<file path="config.mk">
export PLATFORM = sky130hd
export DESIGN_NAME = zoom_ctrl
export DESIGN_NICKNAME = d
export VERILOG_FILES = /design/src/rtl/zoom_ctrl.sv
export SDC_FILE = /design/constraint.sdc
export NUM_CORES = 1
export LEC_CHECK = 0
export CAP_MARGIN = 10
export CORE_MARGIN = 2
export CORE_UTILIZATION = 40
export DETAILED_ROUTE_END_ITERATION = 16
export PLACE_DENSITY = 0.66
export SLEW_MARGIN = 10
export SYNTH_ARGS = -nofsm -noshare
export SYNTH_HDL_FRONTEND = slang
export SYNTH_SLANG_ARGS = --single-unit
export TNS_END_PERCENT = 50
</file>
<file path="constraint.sdc">
create_clock -name ck -period 3.6 [get_ports ck]
set_input_delay 0.72 -clock ck [delete_from_list [all_inputs] [get_ports ck]]
set_output_delay 0.72 -clock ck [all_outputs]
set_load 0.01 [all_outputs]
</file>
<file path="src/rtl/zoom_ctrl.sv">
// -----------------------------------------------------------------------------
// zoom_ctrl
// Display-side controller for the frame-buffer scaler. It turns the VGA timing
// counters into read addresses for a 128x128 RGB332 frame buffer. The image
// sits in a fixed on-screen window and can be shown at 1x, 2x or 4x integer
// zoom. Two buttons step a pending zoom value, which becomes the displayed
// zoom only at frame start.
//
// Ports
//   ck        system clock (50 MHz)
//   rst_n     asynchronous active-low reset
//   pix_en    pixel-rate enable, high one ck in two
//   hcnt      horizontal counter from the timing generator
//   vcnt      vertical counter from the timing generator
//   btn_in    zoom-in button (asynchronous, debounced externally)
//   btn_out   zoom-out button (asynchronous, debounced externally)
//   fb_douta  frame-buffer read data, valid one ck after fb_addr
//   fb_addr   frame-buffer read address
//   outRed    red   (fb_douta[7:5])
//   outGreen  green (fb_douta[4:2])
//   outBlue   blue  (fb_douta[1:0])
//   zoom      committed zoom shift (0=1x, 1=2x, 2=4x)
// -----------------------------------------------------------------------------
module zoom_ctrl #(
  parameter int IMG_W    = 128,
  parameter int IMG_H    = 128,
  parameter int ADDR_W   = 15,
  parameter int X0       = 100,
  parameter int Y0       = 100,
  parameter int PAL      = 640,
  parameter int LAF      = 480,
  parameter int ZOOM_RST = 1
) (
  input  logic              ck,
  input  logic              rst_n,
  input  logic              pix_en,
  input  logic [9:0]        hcnt,
  input  logic [9:0]        vcnt,
  input  logic              btn_in,
  input  logic              btn_out,
  input  logic [7:0]        fb_douta,
  output logic [ADDR_W-1:0] fb_addr,
  output logic [2:0]        outRed,
  output logic [2:0]        outGreen,
  output logic [1:0]        outBlue,
  output logic [1:0]        zoom
);

  localparam logic [1:0] ZOOM_MAX = 2'd2;

  // Button synchronizers and edge-detect history.
  logic [1:0] in_sync_q, out_sync_q;
  logic       in_prev_q, out_prev_q;
  logic       in_rise, out_rise;

  logic [1:0] pending_q, pending_d;
  logic [1:0] zoom_q;

  logic [ADDR_W-1:0] fb_addr_q;
  logic              valid_q;
  logic [7:0]        rgb_q;

  // ---------------------------------------------------------------------------
  // Buttons: run on every ck so that short presses are never lost while
  // pix_en is low.
  // ---------------------------------------------------------------------------
  assign in_rise  = in_sync_q[1]  & ~in_prev_q;
  assign out_rise = out_sync_q[1] & ~out_prev_q;

  always_comb begin
    // NOTE: default assignment first so every path drives pending_d; a missing
    // branch would otherwise infer a latch.
    pending_d = pending_q;
    if (in_rise && !out_rise) begin
      if (pending_q != ZOOM_MAX) pending_d = pending_q + 2'd1;
    end else if (out_rise && !in_rise) begin
      if (pending_q != 2'd0) pending_d = pending_q - 2'd1;
    end
  end

  // NOTE: every register here, including the button history, gets a reset
  // value; there is no array-style storage that would justify leaving one out.
  always_ff @(posedge ck or negedge rst_n) begin
    if (!rst_n) begin
      in_sync_q  <= '0;
      out_sync_q <= '0;
      in_prev_q  <= 1'b0;
      out_prev_q <= 1'b0;
      pending_q  <= 2'(ZOOM_RST);
    end else begin
      // NOTE: non-blocking assignments so each stage samples the previous
      // stage's old value, giving a true two-flop chain.
      in_sync_q  <= {in_sync_q[0], btn_in};
      out_sync_q <= {out_sync_q[0], btn_out};
      in_prev_q  <= in_sync_q[1];
      out_prev_q <= out_sync_q[1];
      pending_q  <= pending_d;
    end
  end

  // ---------------------------------------------------------------------------
  // Frame commit. zoom takes the pending value held before this ck, so a button
  // edge landing on the commit ck only shows up in the next frame.
  // ---------------------------------------------------------------------------
  logic frame_start;
  assign frame_start = pix_en && (hcnt == 10'd0) && (vcnt == 10'd0);

  always_ff @(posedge ck or negedge rst_n) begin
    if (!rst_n) zoom_q <= 2'(ZOOM_RST);
    else if (frame_start) zoom_q <= pending_q;
  end

  // ---------------------------------------------------------------------------
  // Window decode. Comparisons are done at 12 bits so the 4x window end
  // (X0 + 512) cannot overflow the 10-bit counters.
  // ---------------------------------------------------------------------------
  logic [11:0] h_ext, v_ext, h_end, v_end;
  logic        in_win;

  assign h_ext = {2'b00, hcnt};
  assign v_ext = {2'b00, vcnt};
  assign h_end = 12'(X0) + (12'(IMG_W) << zoom_q);
  assign v_end = 12'(Y0) + (12'(IMG_H) << zoom_q);

  assign in_win = (h_ext >= 12'(X0)) && (h_ext < h_end) && (h_ext < 12'(PAL)) &&
                  (v_ext >= 12'(Y0)) && (v_ext < v_end) && (v_ext < 12'(LAF));

  // Image coordinates: window offset divided by the zoom factor. Only
  // meaningful when in_win is set, where both results are below IMG_W/IMG_H.
  logic [9:0]        h_off, v_off, dx, dy;
  logic [ADDR_W-1:0] addr_calc;

  assign h_off     = hcnt - 10'(X0);
  assign v_off     = vcnt - 10'(Y0);
  assign dx        = h_off >> zoom_q;
  assign dy        = v_off >> zoom_q;
  assign addr_calc = ADDR_W'(32'(dy) * 32'(IMG_W) + 32'(dx));

  // ---------------------------------------------------------------------------
  // One-pixel pipeline: address and valid flag on one pix_en, the returned
  // data lands on the RGB outputs at the following pix_en.
  // ---------------------------------------------------------------------------
  always_ff @(posedge ck or negedge rst_n) begin
    if (!rst_n) begin
      fb_addr_q <= '0;
      valid_q   <= 1'b0;
      rgb_q     <= '0;
    end else if (pix_en) begin
      if (in_win) fb_addr_q <= addr_calc;
      valid_q <= in_win;
      rgb_q   <= valid_q ? fb_douta : 8'h00;
    end
  end

  assign fb_addr  = fb_addr_q;
  assign outRed   = rgb_q[7:5];
  assign outGreen = rgb_q[4:2];
  assign outBlue  = rgb_q[1:0];
  assign zoom     = zoom_q;

endmodule

</file>
After elaboration in Yosys (flattened, before gate mapping)

Cells that the tools add are included.
W data, S select, Z words.

Add/subtract/negate cells: 6
Magnitude comparators: 6
Equal/unequal tests: 2
Shift-type cells: 3
Mux-type cells: 5
Bitwise operators: 4
Reductions and logical operators: 18

Operator list:

| operator                | number |
|---|---|
| $lt A10 B12 Y1          | 2 |
| $ge A10 B7 Y1 const B   | 2 |
| $logic_not A10 Y1       | 2 |
| $sub A10 B7 Y10 const B | 2 |
| $add A15 B10 Y15        | 1 |
| $add A8 B12 Y12 const A | 1 |
| $shl A8 B2 Y12 const A  | 1 |
| $lt A10 B10 Y1 const B  | 1 |
| $lt A10 B9 Y1 const B   | 1 |
| $shr A10 B2 Y10         | 1 |
| $shr A10 B2 Y8          | 1 |
| $logic_and A1 B1 Y1     | 9 |
| $mux W2                 | 4 |
| $mux W8                 | 1 |
| $reduce_bool A2 Y1      | 3 |
| $reduce_and A3 Y1       | 1 |
| $add A2 B1 Y2 const B   | 1 |
| $and A1 B1 Y1           | 2 |
| $logic_not A1 Y1        | 2 |
| $ne A2 B1 Y1 const B    | 1 |
| $ne A2 B2 Y1 const B    | 1 |
| $not A1 Y1              | 2 |
| $reduce_and A2 Y1       | 1 |
| $sub A2 B1 Y2 const B   | 1 |

Register bits after elaboration: 34
Input bits: 33
Output and inout port bits: 25
Logic and storage cells: 53

Longest topological paths before layout

Gate-level depths: netlist (run 1).

Word-level depth: 9
Depth in mapped cells: 14
Depth with buffers taken out: 13

Worst setup path before layout (run 1)

No wires, ideal clock.

Kind: input port to flip-flop
From: in hcnt[6]
To: reg fb_addr_q[14] (netlist: fb_addr[14])
Arrival: 2.949 ns
Required time: 3.531 ns
Path slack: 0.582 ns
Stages on the path: 12
Path buffers: 1
Path through: clkbuf_1 > o311a_1 > nor3_2 > xnor2_1 > mux2_2 > nor2_1 > ha_1 > a21o_1 > a21oi_1 > nor4b_4 > a211o_1 > nand3_1

Longest elaborated chain between the ends: 7

RTL lines:

| item                                                                     | RTL line | RTL |
|---|---|---|
| start, declared                                                          | 37       | `input logic [9:0] hcnt,` |
| parallel branches: the longest is 7 deep, another holds $add A15 B10 Y15 | --       |  |
| end signal, assigned                                                     | 149      | `if (in_win) fb_addr_q <= addr_calc;` |
| end, declared                                                            | 59       | `logic [ADDR_W-1:0] fb_addr_q;` |

Several ways; the timed one is not identified.
A chain may end at the register's enable or synchronous reset.

Worst setup path in the final report (run 1)

From: in hcnt[2]
To: reg fb_addr_q[14] (netlist: fb_addr[14])

The elaborated chain is that of the path after synthesis.

==> results of run 1 <==
## cell usage in the layout (no fill, tap or decap), types with 2 or more instances in the layout
| master | Yosys | routed |
|---|---|---|
| a211oi_1 | 2 | 2 |
| a21o_1 | 4 | 4 |
| a21oi_1 | 20 | 20 |
| a311oi_1 | 2 | 2 |
| a31oi_1 | 4 | 4 |
| and2_1 | 3 | 3 |
| and3b_1 | 3 | 3 |
| buf_4 | 1 | 18 |
| clkbuf_8 | 0 | 6 |
| clkdlybuf4s50_1 | 0 | 57 |
| dfrtp_1 | 32 | 32 |
| dfstp_2 | 2 | 2 |
| ha_1 | 15 | 15 |
| inv_1 | 21 | 21 |
| mux2_2 | 7 | 7 |
| mux2i_1 | 11 | 11 |
| nand2_1 | 27 | 27 |
| nand2b_1 | 5 | 5 |
| nand3_1 | 11 | 11 |
| nand4_1 | 4 | 4 |
| nor2_1 | 18 | 18 |
| nor2b_1 | 12 | 12 |
| nor3_1 | 7 | 7 |
| nor3b_1 | 4 | 4 |
| o21ai_0 | 27 | 27 |
| o22ai_1 | 2 | 2 |
| o2bb2ai_1 | 2 | 2 |
| o31ai_1 | 3 | 3 |
| or2_2 | 2 | 2 |
| xnor2_1 | 9 | 9 |
## how the worst max path moves through the flow
stage / start / end / slack (ns) / depth (start not counted)
2_1_floorplan: hcnt[6] / fb_addr[14] / 0.58 / 12
3_3_place_gp: hcnt[2] / fb_addr[14] / 0.06 / 14
3_5_place_dp: hcnt[2] / fb_addr[11] / 0.02 / 15
4_1_cts: hcnt[2] / fb_addr[14] / 0.30 / 14
5_1_grt: hcnt[2] / fb_addr[13] / 0.13 / 15
6_report: hcnt[2] / fb_addr[14] / 0.31 / 14
## metal layers
layer	vias to the layer above	global-route usage, %	wire length, um
met5	-	0	0
met4	0	4.906	104
met3	9	2.918	227
met2	56	29.33	2994
met1	1155	25.90	3005
li1	1222	-	-
## cell type report
| type | count | area (um2) | share of cell area (%) |
|---|---|---|---|
| timing repair buffer | 75 | 705.7 | 20.40 |
| sequential | 34 | 853.3 | 24.67 |
| multi-input combinational | 234 | 1634 | 47.23 |
| clock inverter | 1 | 5.005 | 0.1447 |
| tap | 77 | 96.34 | 2.785 |
| inverter | 21 | 78.83 | 2.278 |
| clock buffer | 7 | 86.33 | 2.495 |
## state kept, by name, summed over array words and instances (netlist names)
signal and cells:
pending_q 2, out_sync_q 2, zoom 2, fb_addr 15
out_prev_q 1, rgb_q 8, in_sync_q 2, in_prev_q 1
valid_q 1
## kinds of logic after synthesis
logic type                 after synthesis
xor gates and xnor gates                11
adders and majority gates               16
muxes                                   18
buffers and inverters                   41
AOI/OAI and AO/OA                       84
and+or+nand+nor                        105
DFF                                     34
## power by group
group          total [mW]  switching, mW  internal (mW)
clock               0.284          0.130          0.154
sequential          0.477         0.0358          0.442
combinational       0.366          0.167          0.200
total                1.13          0.332          0.795
## per-stage QoR
step                hold WS [ns]  cells  utilization (%)
global placement          0.3349    441            52.74
detailed placement        0.3364    441            52.74
finish                    0.3486    449            54.17
floorplan                 0.3312    309                -
CTS                       0.3516    449            54.17
global route              0.3559    449            54.17
## worst max-delay path, stage by stage
cell	delay (ns)
clkdlybuf4s50_1	0.55
inv_1	0.10
ha_1	0.22
nand2b_1	0.09
a21oi_1	0.08
xnor2_1	0.13
mux2_2	0.28
nor2_1	0.14
ha_1	0.25
a21o_1	0.16
a21oi_1	0.30
nor4b_4	0.09
a211o_1	0.32
nand3_1	0.07
==> flow_summary.yaml, run 1 <==
timing:
  finalSetupViolCount: 0
  tns_ns: 0
  setup_ws_ns: 0.3071
  rsz0062_at_grt: "false"
  min_period_ns: 3.293
  drv_slew: 0
  fmaxAchievable_mhz: 303.7
  worstMarginPinSlew_ns: 0.5338
  skew_ns: 0.002136
  hold_viol: 0
  max-slew-margin-rel_pct: 64.34
  fin_crit_sh_pct: 91.47
clock_tree:
  cts.sinks: 34
  cts_max_path_buffers: 2
  numCtsBuffers: 5
  cts_max_level: 2
  cts_tree: "built"
  cts_setup_buffers: 0
  hold_buffers: 0
  clock-root-buffer: "clkbuf_8"
  clock_latency_ns: 0.28
  ctsResizeCount: 0
  clk_pin_slew_ns: 0.06
route:
  drcViolationCount: 0
  routed_wl_um: 6332
  antenna_left: 0
  vias: 2442
  wl_per_cell_um: 14.10
  drt-pass1-iter-count: 4
  drtIter0Drc: 127
  via_per_inst: 5.439
pwr:
  powerDensity_mw_per_mm2: 325.9
  ir_drop_mv: 0.2830
  power.leakage_nw: 1.468
  finalPower_mw: 1.127
worst_setup_path:
  crit_required_ns: 3.82
  reg2reg_depth: 9
  r2r_start: "zoom[0]"
  cp_max_fo: 5
  r2r_end: "fb_addr[8]"
  arrival_ns: 3.52
  critPathCaptureType: "register"
  crit_path_start_kind: "input port"
  regToRegSetupSlack_ns: 0.71
  path_class: "in2reg"
grt:
  grt_max_degree: 35
  antenna_found_initial: 0
  grt_first_pass_wirelength_um: 10880
  grt_pass1_vias: 2279
  track_usage_pct: 18.35
  grt_overflow: 0
yosys:
  yosysMostFrequentCell: "dfrtp_1"
  synth.largest_area_cell: "dfrtp_1"
  synthAdderAreaFrac_pct: 7.838
  yosys.cell_types.count: 62
  muxShareOfSynthArea_pct: 7.129
  async_reset_ff_share_pct: 100.0
  synth_edf_count: 0
  synth_top_family_by_area: "simple AND/OR/NAND/NOR gates"
  synth_area_per_cell_um2: 8.576
  synthFlopType: "dfrtp_1"
  syn_inst: 309
  synth-seq-area-share_pct: 32.20
  synth-xor-area-share_pct: 3.919
  synth.area.top_cells: "dfrtp_1, ha_1, o21ai_0"
  synth_fp_nets: 358
  yosys-top-cells-count: "dfrtp_1, nand2_1, o21ai_0, inv_1, a21oi_1"
  synth_compound_area_share_pct: 20.96
  yosys.area_share.simple_pct: 21.58
  yosys_warnings: 0
  synth_top_area_share_pct: 30.22
  synth_area_mm2: 0.002650
  ys_seq_elements: 34
die:
  start_util_pct: 41.50
  fp.dieH_um: 85.40
  die-area_mm2: 0.007292
  pin_count: 58
  core_mm2: 0.006386
  num_rows: 29
  die_x_um: 85.40
hold_path:
  hold_path.startpoint: "in_sync_q[0]"
  whs_endpoint: "in_sync_q[1]"
  holdCritPathClass: "reg2reg"
  whs_path_depth: 0
run_status:
  status: "completed"
final_layout:
  area_growth_pct: 30.55
  fin_area_mm2: 0.003460
  fillerInstances: 613
  drive_gt1_share_pct: 11.83
  antenna_cells: 0
  final_nets: 420
run:
  maxCapViolCount: 0
placed_design:
  dp_slack_ns: 0.01688
  placed_area_mm2: 0.003368
  gp_congestion: 0.8501
  io_buffers: 57
  dp_hpwl_um: 4934
(Power assumes the default switching activity.)
==> run 2: changes to the inputs <==
Settings changed: SKIP_CTS_REPAIR_TIMING set to 1.
==> results of run 2 <==
The final DEF is identical to that of run 1; final timing and power are the same.
==> run 3: changes to the inputs <==
Settings changed: CAP_MARGIN 10 to unset.
==> results of run 3 <==
The final DEF is identical to that of run 1; final timing and power are the same.
